File: src/rtl/hazard_flush_ctrl_if.sv
// Pipeline-side signal bundle of the hazard/flush controller.
// The pipeline is the master; the controller connects as slave.
interface hazard_flush_ctrl_if #(
    parameter int CNT_W = 32
);
    logic [4:0]       Rs1D;
    logic [4:0]       Rs2D;
    logic [4:0]       RdD;
    logic             RegWriteD;
    logic [1:0]       ResultSrcD;
    logic [4:0]       Rs1E;
    logic [4:0]       Rs2E;
    logic             PCSrcE;
    logic             DMemReqM;
    logic             DMemReadyM;
    logic             StallF;
    logic             StallD;
    logic             StallE;
    logic             StallM;
    logic             FlushD;
    logic             FlushE;
    logic             FlushW;
    logic [1:0]       ForwardAE;
    logic [1:0]       ForwardBE;
    logic [CNT_W-1:0] StallCount;
    logic             MemTimeout;

    modport master (
        output Rs1D, Rs2D, RdD, RegWriteD, ResultSrcD, Rs1E, Rs2E,
               PCSrcE, DMemReqM, DMemReadyM,
        input  StallF, StallD, StallE, StallM, FlushD, FlushE, FlushW,
               ForwardAE, ForwardBE, StallCount, MemTimeout
    );

    modport slave (
        input  Rs1D, Rs2D, RdD, RegWriteD, ResultSrcD, Rs1E, Rs2E,
               PCSrcE, DMemReqM, DMemReadyM,
        output StallF, StallD, StallE, StallM, FlushD, FlushE, FlushW,
               ForwardAE, ForwardBE, StallCount, MemTimeout
    );
endinterface

File: src/rtl/hazard_flush_ctrl.sv
// Hazard and flush controller for the 5-stage RV32I pipeline: forwarding selects,
// load-use stalls, branch flushes, data-memory wait freeze, stall counter, timeout flag.
module hazard_flush_ctrl #(
    parameter int CNT_W       = 32,
    parameter int MEM_TIMEOUT = 255
) (
    input logic                clk,
    input logic                reset,
    hazard_flush_ctrl_if.slave hz
);
    typedef enum logic [0:0] {RUN, MEM_WAIT} state_e;

    localparam logic [15:0] TMO_LIMIT = 16'(MEM_TIMEOUT);

    state_e           state_q, state_d;
    logic [4:0]       rd_e_q, rd_e_d, rd_m_q, rd_m_d, rd_w_q, rd_w_d;
    logic             reg_write_e_q, reg_write_e_d;
    logic             reg_write_m_q, reg_write_m_d;
    logic             reg_write_w_q, reg_write_w_d;
    logic [1:0]       result_src_e_q, result_src_e_d;
    logic [CNT_W-1:0] stall_count_q, stall_count_d;
    logic [15:0]      tmo_cnt_q, tmo_cnt_d;
    logic             mem_timeout_q, mem_timeout_d;

    logic       mem_stall, lw_stall;
    logic       stall_fetch, stall_decode, stall_exec, stall_mem;
    logic       flush_decode, flush_exec, flush_wb;
    logic [1:0] fwd_a, fwd_b;

    function automatic logic [1:0] fwd_sel(
        input logic [4:0] rs,
        input logic [4:0] rd_m, input logic we_m,
        input logic [4:0] rd_w, input logic we_w
    );
        if (we_m && rd_m != 5'd0 && rd_m == rs) return 2'b10;
        if (we_w && rd_w != 5'd0 && rd_w == rs) return 2'b01;
        return 2'b00;
    endfunction

    // The wait is seen combinationally: a fresh request without ready stalls at once,
    // and an outstanding one keeps stalling until ready arrives.
    assign mem_stall = !hz.DMemReadyM && (state_q == MEM_WAIT || hz.DMemReqM);

    // Only the E result source is shadowed; load-use is the sole consumer of it.
    assign lw_stall = (result_src_e_q == 2'b01) && reg_write_e_q && (rd_e_q != 5'd0) &&
                      ((rd_e_q == hz.Rs1D) || (rd_e_q == hz.Rs2D));

    always_comb begin
        // NOTE: every output gets a default before any branch, so no path infers a latch.
        stall_fetch  = 1'b0;
        stall_decode = 1'b0;
        stall_exec   = 1'b0;
        stall_mem    = 1'b0;
        flush_decode = 1'b0;
        flush_exec   = 1'b0;
        flush_wb     = 1'b0;
        fwd_a        = 2'b00;
        fwd_b        = 2'b00;
        if (!reset) begin
            if (mem_stall) begin
                stall_fetch  = 1'b1;
                stall_decode = 1'b1;
                stall_exec   = 1'b1;
                stall_mem    = 1'b1;
                flush_wb     = 1'b1;
            end else if (hz.PCSrcE) begin
                flush_decode = 1'b1;
                flush_exec   = 1'b1;
            end else if (lw_stall) begin
                stall_fetch  = 1'b1;
                stall_decode = 1'b1;
                flush_exec   = 1'b1;
            end
            fwd_a = fwd_sel(hz.Rs1E, rd_m_q, reg_write_m_q, rd_w_q, reg_write_w_q);
            fwd_b = fwd_sel(hz.Rs2E, rd_m_q, reg_write_m_q, rd_w_q, reg_write_w_q);
        end
    end

    always_comb begin
        state_d = state_q;
        case (state_q)
            RUN:      if (hz.DMemReqM && !hz.DMemReadyM) state_d = MEM_WAIT;
            MEM_WAIT: if (hz.DMemReadyM) state_d = RUN;
            default:  state_d = RUN;
        endcase
    end

    always_comb begin
        rd_e_d         = rd_e_q;
        rd_m_d         = rd_m_q;
        rd_w_d         = rd_w_q;
        reg_write_e_d  = reg_write_e_q;
        reg_write_m_d  = reg_write_m_q;
        reg_write_w_d  = reg_write_w_q;
        result_src_e_d = result_src_e_q;
        if (mem_stall) begin
            rd_w_d        = 5'd0;
            reg_write_w_d = 1'b0;
        end else begin
            rd_w_d         = rd_m_q;
            reg_write_w_d  = reg_write_m_q;
            rd_m_d         = rd_e_q;
            reg_write_m_d  = reg_write_e_q;
            rd_e_d         = flush_exec ? 5'd0 : hz.RdD;
            reg_write_e_d  = flush_exec ? 1'b0 : hz.RegWriteD;
            result_src_e_d = flush_exec ? 2'b00 : hz.ResultSrcD;
        end
    end

    always_comb begin
        stall_count_d = stall_count_q;
        if (stall_fetch && stall_count_q != '1) stall_count_d = stall_count_q + CNT_W'(1);

        tmo_cnt_d = 16'd0;
        if (mem_stall) tmo_cnt_d = (tmo_cnt_q == TMO_LIMIT) ? tmo_cnt_q : tmo_cnt_q + 16'd1;
        mem_timeout_d = mem_timeout_q || (tmo_cnt_d == TMO_LIMIT);
    end

    // NOTE: sequential state is written with non-blocking assignments only.
    always_ff @(posedge clk) begin
        if (reset) begin
            state_q        <= RUN;
            rd_e_q         <= 5'd0;
            rd_m_q         <= 5'd0;
            rd_w_q         <= 5'd0;
            reg_write_e_q  <= 1'b0;
            reg_write_m_q  <= 1'b0;
            reg_write_w_q  <= 1'b0;
            result_src_e_q <= 2'b00;
            stall_count_q  <= '0;
            tmo_cnt_q      <= 16'd0;
            mem_timeout_q  <= 1'b0;
        end else begin
            state_q        <= state_d;
            rd_e_q         <= rd_e_d;
            rd_m_q         <= rd_m_d;
            rd_w_q         <= rd_w_d;
            reg_write_e_q  <= reg_write_e_d;
            reg_write_m_q  <= reg_write_m_d;
            reg_write_w_q  <= reg_write_w_d;
            result_src_e_q <= result_src_e_d;
            stall_count_q  <= stall_count_d;
            tmo_cnt_q      <= tmo_cnt_d;
            mem_timeout_q  <= mem_timeout_d;
        end
    end

    assign hz.StallF     = stall_fetch;
    assign hz.StallD     = stall_decode;
    assign hz.StallE     = stall_exec;
    assign hz.StallM     = stall_mem;
    assign hz.FlushD     = flush_decode;
    assign hz.FlushE     = flush_exec;
    assign hz.FlushW     = flush_wb;
    assign hz.ForwardAE  = fwd_a;
    assign hz.ForwardBE  = fwd_b;
    assign hz.StallCount = stall_count_q;
    assign hz.MemTimeout = mem_timeout_q;
endmodule
File: src/flat_wrapper.sv
// flat-port wrapper written by rule: the top's interface ports become plain ports
module hazard_flush_ctrl_flat 
#(
    parameter int CNT_W       = 32,
    parameter int MEM_TIMEOUT = 255
)
  (clk, reset, hz_Rs1D, hz_Rs2D, hz_RdD, hz_RegWriteD, hz_ResultSrcD, hz_Rs1E, hz_Rs2E, hz_PCSrcE, hz_DMemReqM, hz_DMemReadyM, hz_StallF, hz_StallD, hz_StallE, hz_StallM, hz_FlushD, hz_FlushE, hz_FlushW, hz_ForwardAE, hz_ForwardBE, hz_StallCount, hz_MemTimeout);
  hazard_flush_ctrl_if #(.CNT_W(CNT_W)) hz_i ();
  input logic clk;
  input logic reset;
  input wire logic [$bits(hz_i.Rs1D)-1:0] hz_Rs1D;
  input wire logic [$bits(hz_i.Rs2D)-1:0] hz_Rs2D;
  input wire logic [$bits(hz_i.RdD)-1:0] hz_RdD;
  input wire logic [$bits(hz_i.RegWriteD)-1:0] hz_RegWriteD;
  input wire logic [$bits(hz_i.ResultSrcD)-1:0] hz_ResultSrcD;
  input wire logic [$bits(hz_i.Rs1E)-1:0] hz_Rs1E;
  input wire logic [$bits(hz_i.Rs2E)-1:0] hz_Rs2E;
  input wire logic [$bits(hz_i.PCSrcE)-1:0] hz_PCSrcE;
  input wire logic [$bits(hz_i.DMemReqM)-1:0] hz_DMemReqM;
  input wire logic [$bits(hz_i.DMemReadyM)-1:0] hz_DMemReadyM;
  output wire logic [$bits(hz_i.StallF)-1:0] hz_StallF;
  output wire logic [$bits(hz_i.StallD)-1:0] hz_StallD;
  output wire logic [$bits(hz_i.StallE)-1:0] hz_StallE;
  output wire logic [$bits(hz_i.StallM)-1:0] hz_StallM;
  output wire logic [$bits(hz_i.FlushD)-1:0] hz_FlushD;
  output wire logic [$bits(hz_i.FlushE)-1:0] hz_FlushE;
  output wire logic [$bits(hz_i.FlushW)-1:0] hz_FlushW;
  output wire logic [$bits(hz_i.ForwardAE)-1:0] hz_ForwardAE;
  output wire logic [$bits(hz_i.ForwardBE)-1:0] hz_ForwardBE;
  output wire logic [$bits(hz_i.StallCount)-1:0] hz_StallCount;
  output wire logic [$bits(hz_i.MemTimeout)-1:0] hz_MemTimeout;
  assign hz_i.Rs1D = hz_Rs1D;
  assign hz_i.Rs2D = hz_Rs2D;
  assign hz_i.RdD = hz_RdD;
  assign hz_i.RegWriteD = hz_RegWriteD;
  assign hz_i.ResultSrcD = hz_ResultSrcD;
  assign hz_i.Rs1E = hz_Rs1E;
  assign hz_i.Rs2E = hz_Rs2E;
  assign hz_i.PCSrcE = hz_PCSrcE;
  assign hz_i.DMemReqM = hz_DMemReqM;
  assign hz_i.DMemReadyM = hz_DMemReadyM;
  assign hz_StallF = hz_i.StallF;
  assign hz_StallD = hz_i.StallD;
  assign hz_StallE = hz_i.StallE;
  assign hz_StallM = hz_i.StallM;
  assign hz_FlushD = hz_i.FlushD;
  assign hz_FlushE = hz_i.FlushE;
  assign hz_FlushW = hz_i.FlushW;
  assign hz_ForwardAE = hz_i.ForwardAE;
  assign hz_ForwardBE = hz_i.ForwardBE;
  assign hz_StallCount = hz_i.StallCount;
  assign hz_MemTimeout = hz_i.MemTimeout;
  hazard_flush_ctrl #(.CNT_W(CNT_W), .MEM_TIMEOUT(MEM_TIMEOUT)) u_core (.clk(clk), .reset(reset), .hz(hz_i));
endmodule
File: config.mk
export PLATFORM = sky130hd
export DESIGN_NAME = hazard_flush_ctrl_flat
export DESIGN_NICKNAME = d
export VERILOG_FILES = /design/src/rtl/hazard_flush_ctrl_if.sv /design/src/rtl/hazard_flush_ctrl.sv /design/src/flat_wrapper.sv
export SDC_FILE = /design/constraint.sdc
export NUM_CORES = 1
export LEC_CHECK = 0
export CELL_PAD_IN_SITES_DETAIL_PLACEMENT = 0
export CELL_PAD_IN_SITES_GLOBAL_PLACEMENT = 1
export CORE_UTILIZATION = 38
export CTS_BUF_LIST = sky130_fd_sc_hd__clkbuf_16
export CTS_CLUSTER_SIZE = 12
export DETAILED_ROUTE_END_ITERATION = 8
export GPL_TIMING_DRIVEN = 0
export PLACE_DENSITY = 0.79
export REMOVE_ABC_BUFFERS = 1
export SETUP_SLACK_MARGIN = 0.05
export SKIP_LAST_GASP = 1
export SLEW_MARGIN = 20
export SYNTH_ARGS = -nofsm -noshare
export SYNTH_HDL_FRONTEND = slang
export SYNTH_SLANG_ARGS = --single-unit
File: constraint.sdc
create_clock -name clk -period 2.3 [get_ports clk]
set_clock_uncertainty 0.05 [all_clocks]
set_input_delay 0.345 -clock clk [delete_from_list [all_inputs] [get_ports clk]]
set_output_delay 0.345 -clock clk [all_outputs]
set_load 0.03 [all_outputs]
# Word-level counts from Yosys, hierarchy flattened
# Cells that the tools add are included.
dict set report classes {
  addsub 2
  n_eq_ne 10
  n_mux 40
  bitwise_logic 1
  n_reduce_logical 20
}
# cell n
set ops {}
lappend ops {{$add 32x1->32 const B} 1}
lappend ops {{$eq 16x8->1 const B} 2}
lappend ops {{$mux 16} 2}
lappend ops {{$ne 32x32->1 const B} 1}
lappend ops {{$eq 5x5->1} 6}
lappend ops {{$mux 1} 25}
lappend ops {{$mux 2} 11}
lappend ops {{$add 16x1->16 const B} 1}
lappend ops {{$reduce_bool 5->1} 3}
lappend ops {{$logic_and 1x1->1} 12}
lappend ops {{$mux 5} 1}
lappend ops {{$logic_or 1x1->1} 3}
lappend ops {{$eq 2x1->1 const B} 1}
lappend ops {{$pmux 1 s2} 1}
lappend ops {{$reduce_or 2->1} 1}
lappend ops {{$logic_not 1->1} 1}
lappend ops {{$not 1->1} 1}
dict set report word_totals {
  elab_cells 84
  ff_bits 70
  out_inout_bits 44
  inputBits 33
}

# Logic depth before layout (Yosys ltp)
# Gate-level depths: netlist (run 1).
dict set report depth {
  word_depth 10
  ltp_mapped 9
  mapped_depth_nobuf 8
}

# Worst setup path after synthesis (run 1)
# OpenSTA, ideal clock, no wires.
dict set report synth_path {
  kind {register to output}
  from {register u_core.rd_m_q[1]}
  to {output port hz_ForwardAE[0]}
  t_arrival_ns 2.246
  slack_ns -0.341
  stages_incl_launch_ff 5
  path_cell_list {dfxtp_1 -> or4_1 -> o21ai_0 -> nor3_1 -> nor4_1}
}
dict set report synth_via {
  elab_chain_cells 7
  elab_cells_between_ends 8
}
# element line
set synth_rtl {}
lappend synth_rtl {{start: declaration} hazard_flush_ctrl.sv:16} ;# logic [4:0] rd_e_q, rd_e_d, rd_m_q, rd_m_d, rd_w_q, rd_w_d;
lappend synth_rtl {{start signal: assignment} hazard_flush_ctrl.sv:136} ;# rd_m_q <= rd_m_d;
lappend synth_rtl {{$reduce_bool 5->1} hazard_flush_ctrl.sv:35} ;# if (we_m && rd_m != 5'd0 && rd_m == rs) return 2'b10;
lappend synth_rtl {{$logic_and 1x1->1} hazard_flush_ctrl.sv:35}
lappend synth_rtl {{$logic_and 1x1->1 *} hazard_flush_ctrl.sv:35}
lappend synth_rtl {{$mux 1 *} hazard_flush_ctrl.sv:35}
lappend synth_rtl {{$mux 1 *} hazard_flush_ctrl.sv:59} ;# if (!reset) begin
lappend synth_rtl {{$mux 2 *} hazard_flush_ctrl.sv:36} ;# if (we_w && rd_w != 5'd0 && rd_w == rs) return 2'b01;
lappend synth_rtl {{$mux 2 *} hazard_flush_ctrl.sv:59}
lappend synth_rtl {{end: declaration} flat_wrapper.sv:28} ;# output wire logic [$bits(hz_i.ForwardAE)-1:0] hz_ForwardAE;
# Mark *: on every way between the ends. The rest lies on a longest branch, timed or not. The select of a mux whose other input is x is not followed.

# Final worst setup path (run 1)
dict set report layout_path {
  from {register u_core.rd_m_q[1]}
  to {output port hz_ForwardBE[0]}
}
dict set report layout_via {
  elab_chain_cells 7
  elab_cells_between_ends 8
}
# element line
set layout_rtl {}
lappend layout_rtl {{$reduce_bool 5->1} hazard_flush_ctrl.sv:35}
lappend layout_rtl {{$logic_and 1x1->1} hazard_flush_ctrl.sv:35}
lappend layout_rtl {{$logic_and 1x1->1 *} hazard_flush_ctrl.sv:35}
lappend layout_rtl {{$mux 1 *} hazard_flush_ctrl.sv:35}
lappend layout_rtl {{$mux 1 *} hazard_flush_ctrl.sv:59}
lappend layout_rtl {{$mux 2 *} hazard_flush_ctrl.sv:36}
lappend layout_rtl {{$mux 2 *} hazard_flush_ctrl.sv:59}
lappend layout_rtl {{end: declaration} flat_wrapper.sv:29} ;# output wire logic [$bits(hz_i.ForwardBE)-1:0] hz_ForwardBE;
# Marks and branches as above.

==> impl_metrics.xml, run 1 <==
<?xml version="1.0" encoding="UTF-8"?>
<metrics>
  <group name="timing">
    <metric name="maxSlewViolCount" unit="">0</metric>
    <metric name="fmaxAchievable" unit="MHz">437</metric>
    <metric name="fin_ws" unit="ns">0.0110</metric>
    <metric name="timing_worst_slew_pin_value" unit="ns">0.473</metric>
    <metric name="setup_repair_after_global_routing_missed_its_margin" unit="">yes</metric>
    <metric name="setup-violations-final" unit="">0</metric>
    <metric name="max-slew-margin-rel" unit="%">68.2</metric>
    <metric name="finalHoldViolations" unit="">0</metric>
    <metric name="timing.hold.ws" unit="ns">0.325</metric>
    <metric name="final.min_clock_period" unit="ns">2.29</metric>
    <metric name="finalCritPeriodShare" unit="%">99.5</metric>
  </group>
  <group name="power">
    <metric name="p_seq_share" unit="%">46.9</metric>
    <metric name="vdd_drop_max" unit="µV">279</metric>
    <metric name="pwr_density_cell" unit="nW/µm²">523</metric>
    <metric name="p_leak" unit="nW">1.96</metric>
    <metric name="power.share.combinational" unit="%">9.4</metric>
    <metric name="p_switching" unit="W">0.000597</metric>
    <metric name="intPower" unit="W">0.00205</metric>
    <metric name="power_frac_clock" unit="%">43.7</metric>
    <metric name="p_sw_share" unit="%">22.5</metric>
    <metric name="report.power.total" unit="W">0.00265</metric>
  </group>
  <group name="logic_synthesis">
    <metric name="postSynthCellCount" unit="">426</metric>
    <metric name="synth-edff-count" unit="">0</metric>
    <metric name="yosysSeqAreaShare" unit="%">38.8</metric>
    <metric name="synth.top_cell.area_share" unit="%">38.8</metric>
    <metric name="yosysWarnings" unit="">0</metric>
    <metric name="cell_taking_the_most_area_after_synthesis" unit="">dfxtp_1</metric>
    <metric name="yosys.cell_types.count" unit="">47</metric>
    <metric name="synthArstFlopShare" unit="%">0</metric>
    <metric name="dominantRegCellSynth" unit="">dfxtp_1</metric>
    <metric name="postSynthAreaPerCell" unit="µm²">8.49</metric>
    <metric name="post_synth_main_area_contributors" unit="">dfxtp_1 (39%), xor2_1 (13%), nor2_1 (6.3%)</metric>
    <metric name="netlist_area" unit="µm²">3620</metric>
    <metric name="yosys_register_bits" unit="">70</metric>
  </group>
  <group name="cts">
    <metric name="path_clk_slew" unit="ns">0.05</metric>
    <metric name="cts_hold_buffers" unit="">0</metric>
    <metric name="cts.path.max_buffers" unit="">2</metric>
    <metric name="h-tree-depth" unit="">3</metric>
    <metric name="clock_tree.root_cell" unit="">clkbuf_16</metric>
    <metric name="cts_sinks" unit="">70</metric>
    <metric name="tritoncts" unit="">yes</metric>
    <metric name="clock_latency" unit="ns">0.32</metric>
    <metric name="cts_inserted_buffers" unit="">9</metric>
  </group>
  <group name="worst_setup_path">
    <metric name="start_kind" unit="">register</metric>
    <metric name="ff2ff_path_depth" unit="">6</metric>
    <metric name="crit_fanout" unit="">3</metric>
    <metric name="startpoint_of_the_most_critical_register_to_register_path" unit="">u_core.tmo_cnt_q[9]</metric>
    <metric name="reg2reg_slack" unit="ns">0.04</metric>
    <metric name="reg2reg_to" unit="">u_core.hz.MemTimeout</metric>
    <metric name="worst-endpoint-arrival" unit="ns">1.89</metric>
    <metric name="criticalPathCategory" unit="">register to output pin</metric>
    <metric name="worstSetupEndpointType" unit="">output pin</metric>
    <metric name="critical_path_required" unit="ns">1.90</metric>
  </group>
  <group name="hold_path">
    <metric name="holdPathEnd" unit="">u_core.hz.StallCount[24]</metric>
    <metric name="holdCritStartpoint" unit="">reset</metric>
    <metric name="hold-path-cell-count" unit="">2</metric>
    <metric name="worstHoldPathType" unit="">input pin to register</metric>
  </group>
  <group name="global_route">
    <metric name="initial_antenna_violation_count" unit="">0</metric>
    <metric name="global_route.usage.total" unit="%">17.7</metric>
    <metric name="global_route_wire_length_before_repair" unit="mm">14.0</metric>
    <metric name="grt_pass1_vias" unit="">2958</metric>
    <metric name="grt_start_max_net_pins" unit="">38</metric>
    <metric name="grt.overflow.total" unit="">0</metric>
  </group>
  <group name="detailed_routing">
    <metric name="vias_per_instance" unit="">4.98</metric>
    <metric name="vias" unit="">3220</metric>
    <metric name="routed_wirelength" unit="mm">8.54</metric>
    <metric name="avgRoutedWirePerCell" unit="µm">13.2</metric>
    <metric name="drtIter0Drc" unit="">99</metric>
    <metric name="drt.antenna.violating_nets" unit="">0</metric>
    <metric name="detail_route.drc_violations" unit="">0</metric>
    <metric name="iteration_count_of_the_initial_detailed_routing_pass" unit="">5</metric>
  </group>
  <group name="floorplanning">
    <metric name="design.core.area" unit="µm²">9240</metric>
    <metric name="die-width" unit="µm">99.6</metric>
    <metric name="number_of_rows_in_the_core_area" unit="">35</metric>
    <metric name="io-pin-count" unit="">77</metric>
    <metric name="floorplan.initialDensity" unit="%">39.1</metric>
    <metric name="die_area" unit="µm²">9910</metric>
    <metric name="die_height" unit="µm">99.6</metric>
  </group>
  <group name="cells_and_area">
    <metric name="drive_gt1_share" unit="%">18.5</metric>
    <metric name="layout-area-overhead-vs-synth" unit="%">40.2</metric>
    <metric name="most_common_library_cell_in_the_layout_ignoring_fill_and_taps" unit="">clkdlybuf4s50_1</metric>
    <metric name="filler_cell_count" unit="">876</metric>
    <metric name="final_nets" unit="">550</metric>
    <metric name="n_antenna_cell" unit="">0</metric>
    <metric name="finish.cell_count_without_fillers" unit="">647</metric>
    <metric name="layout.cells.most_common_list" unit="">clkdlybuf4s50_1 (58), nor2_1 (57), dfxtp_1 (57)</metric>
  </group>
  <group name="run_status">
    <metric name="result_of_the_run" unit="">complete, no violations</metric>
  </group>
  <group name="placement">
    <metric name="place_hpwl" unit="mm">5.96</metric>
    <metric name="post-place-cells" unit="">614</metric>
    <metric name="dp_worst_setup_slack" unit="ns">-0.918</metric>
    <metric name="buffer_ports.inserted" unit="">76</metric>
    <metric name="global_placement_routability_congestion" unit="">0.836</metric>
  </group>
  <group name="flow_run">
    <metric name="maxcap_violations" unit="">0</metric>
  </group>
</metrics>
## synth_stat cells (all sizes together) (3+ instances only)
| cell type | instances |
|---|---|
| dfxtp | 70 |
| nor4 | 8 |
| buf | 10 |
| a21oi | 9 |
| nor2b | 4 |
| and2 | 11 |
| or3 | 3 |
| or2 | 3 |
| and4 | 6 |
| a22o | 8 |
| inv | 7 |
| nor3 | 13 |
| xor2 | 55 |
| a31oi | 3 |
| and3 | 11 |
| o21ai | 7 |
| nand3 | 36 |
| xnor2 | 17 |
| nand2 | 30 |
| nand4 | 17 |
| clkbuf | 10 |
| nor2 | 62 |
| or4 | 6 |
| mux2i | 3 |
## sequential cells by signal, indices dropped and copies added, names as in the netlist
name / cells
u_core.reg_write_w_q: 1
u_core.rd_e_q: 5
u_core.state_q: 1
u_core.hz.MemTimeout: 1
u_core.result_src_e_q: 2
u_core.rd_w_q: 5
u_core.reg_write_m_q: 1
u_core.hz.StallCount: 32
u_core.reg_write_e_q: 1
u_core.tmo_cnt_q: 16
u_core.rd_m_q: 5
## worst max path at each step
stage,from,endpoint,slack [ns],cells past startpoint
after floorplan,u_core.rd_e_q[2],u_core.hz.StallCount[16],-1.89,7
after global placement,reset,hz_StallF,-3.39,3
after detailed placement,hz_DMemReqM,hz_StallF,-0.92,7
after CTS,hz_Rs2E[2],hz_ForwardBE[0],-0.04,5
after global routing,u_core.tmo_cnt_q[9],u_core.hz.MemTimeout,-0.1,6
final,u_core.rd_m_q[1],hz_ForwardBE[0],0.01,5
## layout make-up
class / count / area [µm²] / share of cell area [%]
Tap cell: 129 / 161 / 3.18
Inverter: 8 / 32.5 / 0.642
Multi-Input combinational cell: 328 / 2250 / 44.4
Sequential cell: 70 / 1430 / 28.2
Clock buffer: 9 / 225 / 4.44
Timing Repair Buffer: 98 / 950 / 18.7
Clock inverter: 5 / 21.3 / 0.420
## metrics by stage
stage	TNS (ns)	cell area, µm²	utilization (%)
global route	-0.446	5070	54.9
floorplan	-49.78	3520	-
global placement	-149.17	4440	48.0
detailed placement	-22.45	4480	48.5
finish	0	5070	54.9
CTS	-0.0386	4940	53.5
## cell families after synthesis
logic type | count (synthesis) | synth area share, %
AOI/OAI and AO/OA | 35 | 6.92
buffers and inverters | 28 | 3.56
adders and majority gates | 2 | 0.692
and+or+nand+nor | 214 | 31.2
DFF | 70 | 38.8
muxes | 5 | 1.45
xor gates and xnor gates | 72 | 17.4
## routing by layer
metal  track usage [%]  part of all wire (%)
met5                 0                     0
met4              6.11                   1.1
met2              30.5                    50
met1              22.0                    46
met3              3.44                   2.7
## power by group through the flow
stage          Combinational (W)  Clock [W]  Sequential (W)
5_1_grt                 0.000269    0.00125         0.00125
3_3_place_gp            0.000203          0         0.00127
6_report                0.000248    0.00116         0.00124
3_5_place_dp            0.000211          0         0.00127
4_1_cts                 0.000240    0.00120         0.00125
2_1_floorplan          0.0000921          0         0.00127
## worst max-delay path: stages, from the launching register on
cell	delay, ns
dfxtp_4	0.33
or4_4	0.54
o21ai_4	0.19
nor3_2	0.06
nor4_2	0.26
buf_4	0.20
## repair_timing
item	in CTS	in global routing
pin swaps	8	15
setup buffers	8	11
cloned	0	0
endpoints found under the setup margin	44	28
resized for setup	102	29
Note: power is estimated with default switching activity, not from simulation.
==> run 2: changes to the inputs <==
--- a/config.mk
+++ b/config.mk
@@ -9,9 +9,11 @@
 export CELL_PAD_IN_SITES_GLOBAL_PLACEMENT = 1
 export CORE_UTILIZATION = 38
 export CTS_BUF_LIST = sky130_fd_sc_hd__clkbuf_16
+export CTS_CLUSTER_DIAMETER = 30
 export CTS_CLUSTER_SIZE = 12
 export DETAILED_ROUTE_END_ITERATION = 8
 export GPL_TIMING_DRIVEN = 0
+export HOLD_SLACK_MARGIN = 0.05
 export PLACE_DENSITY = 0.79
 export REMOVE_ABC_BUFFERS = 1
 export SETUP_SLACK_MARGIN = 0.05
==> results of run 2 <==
Final layout, timing and power as in run 1 (identical DEF).
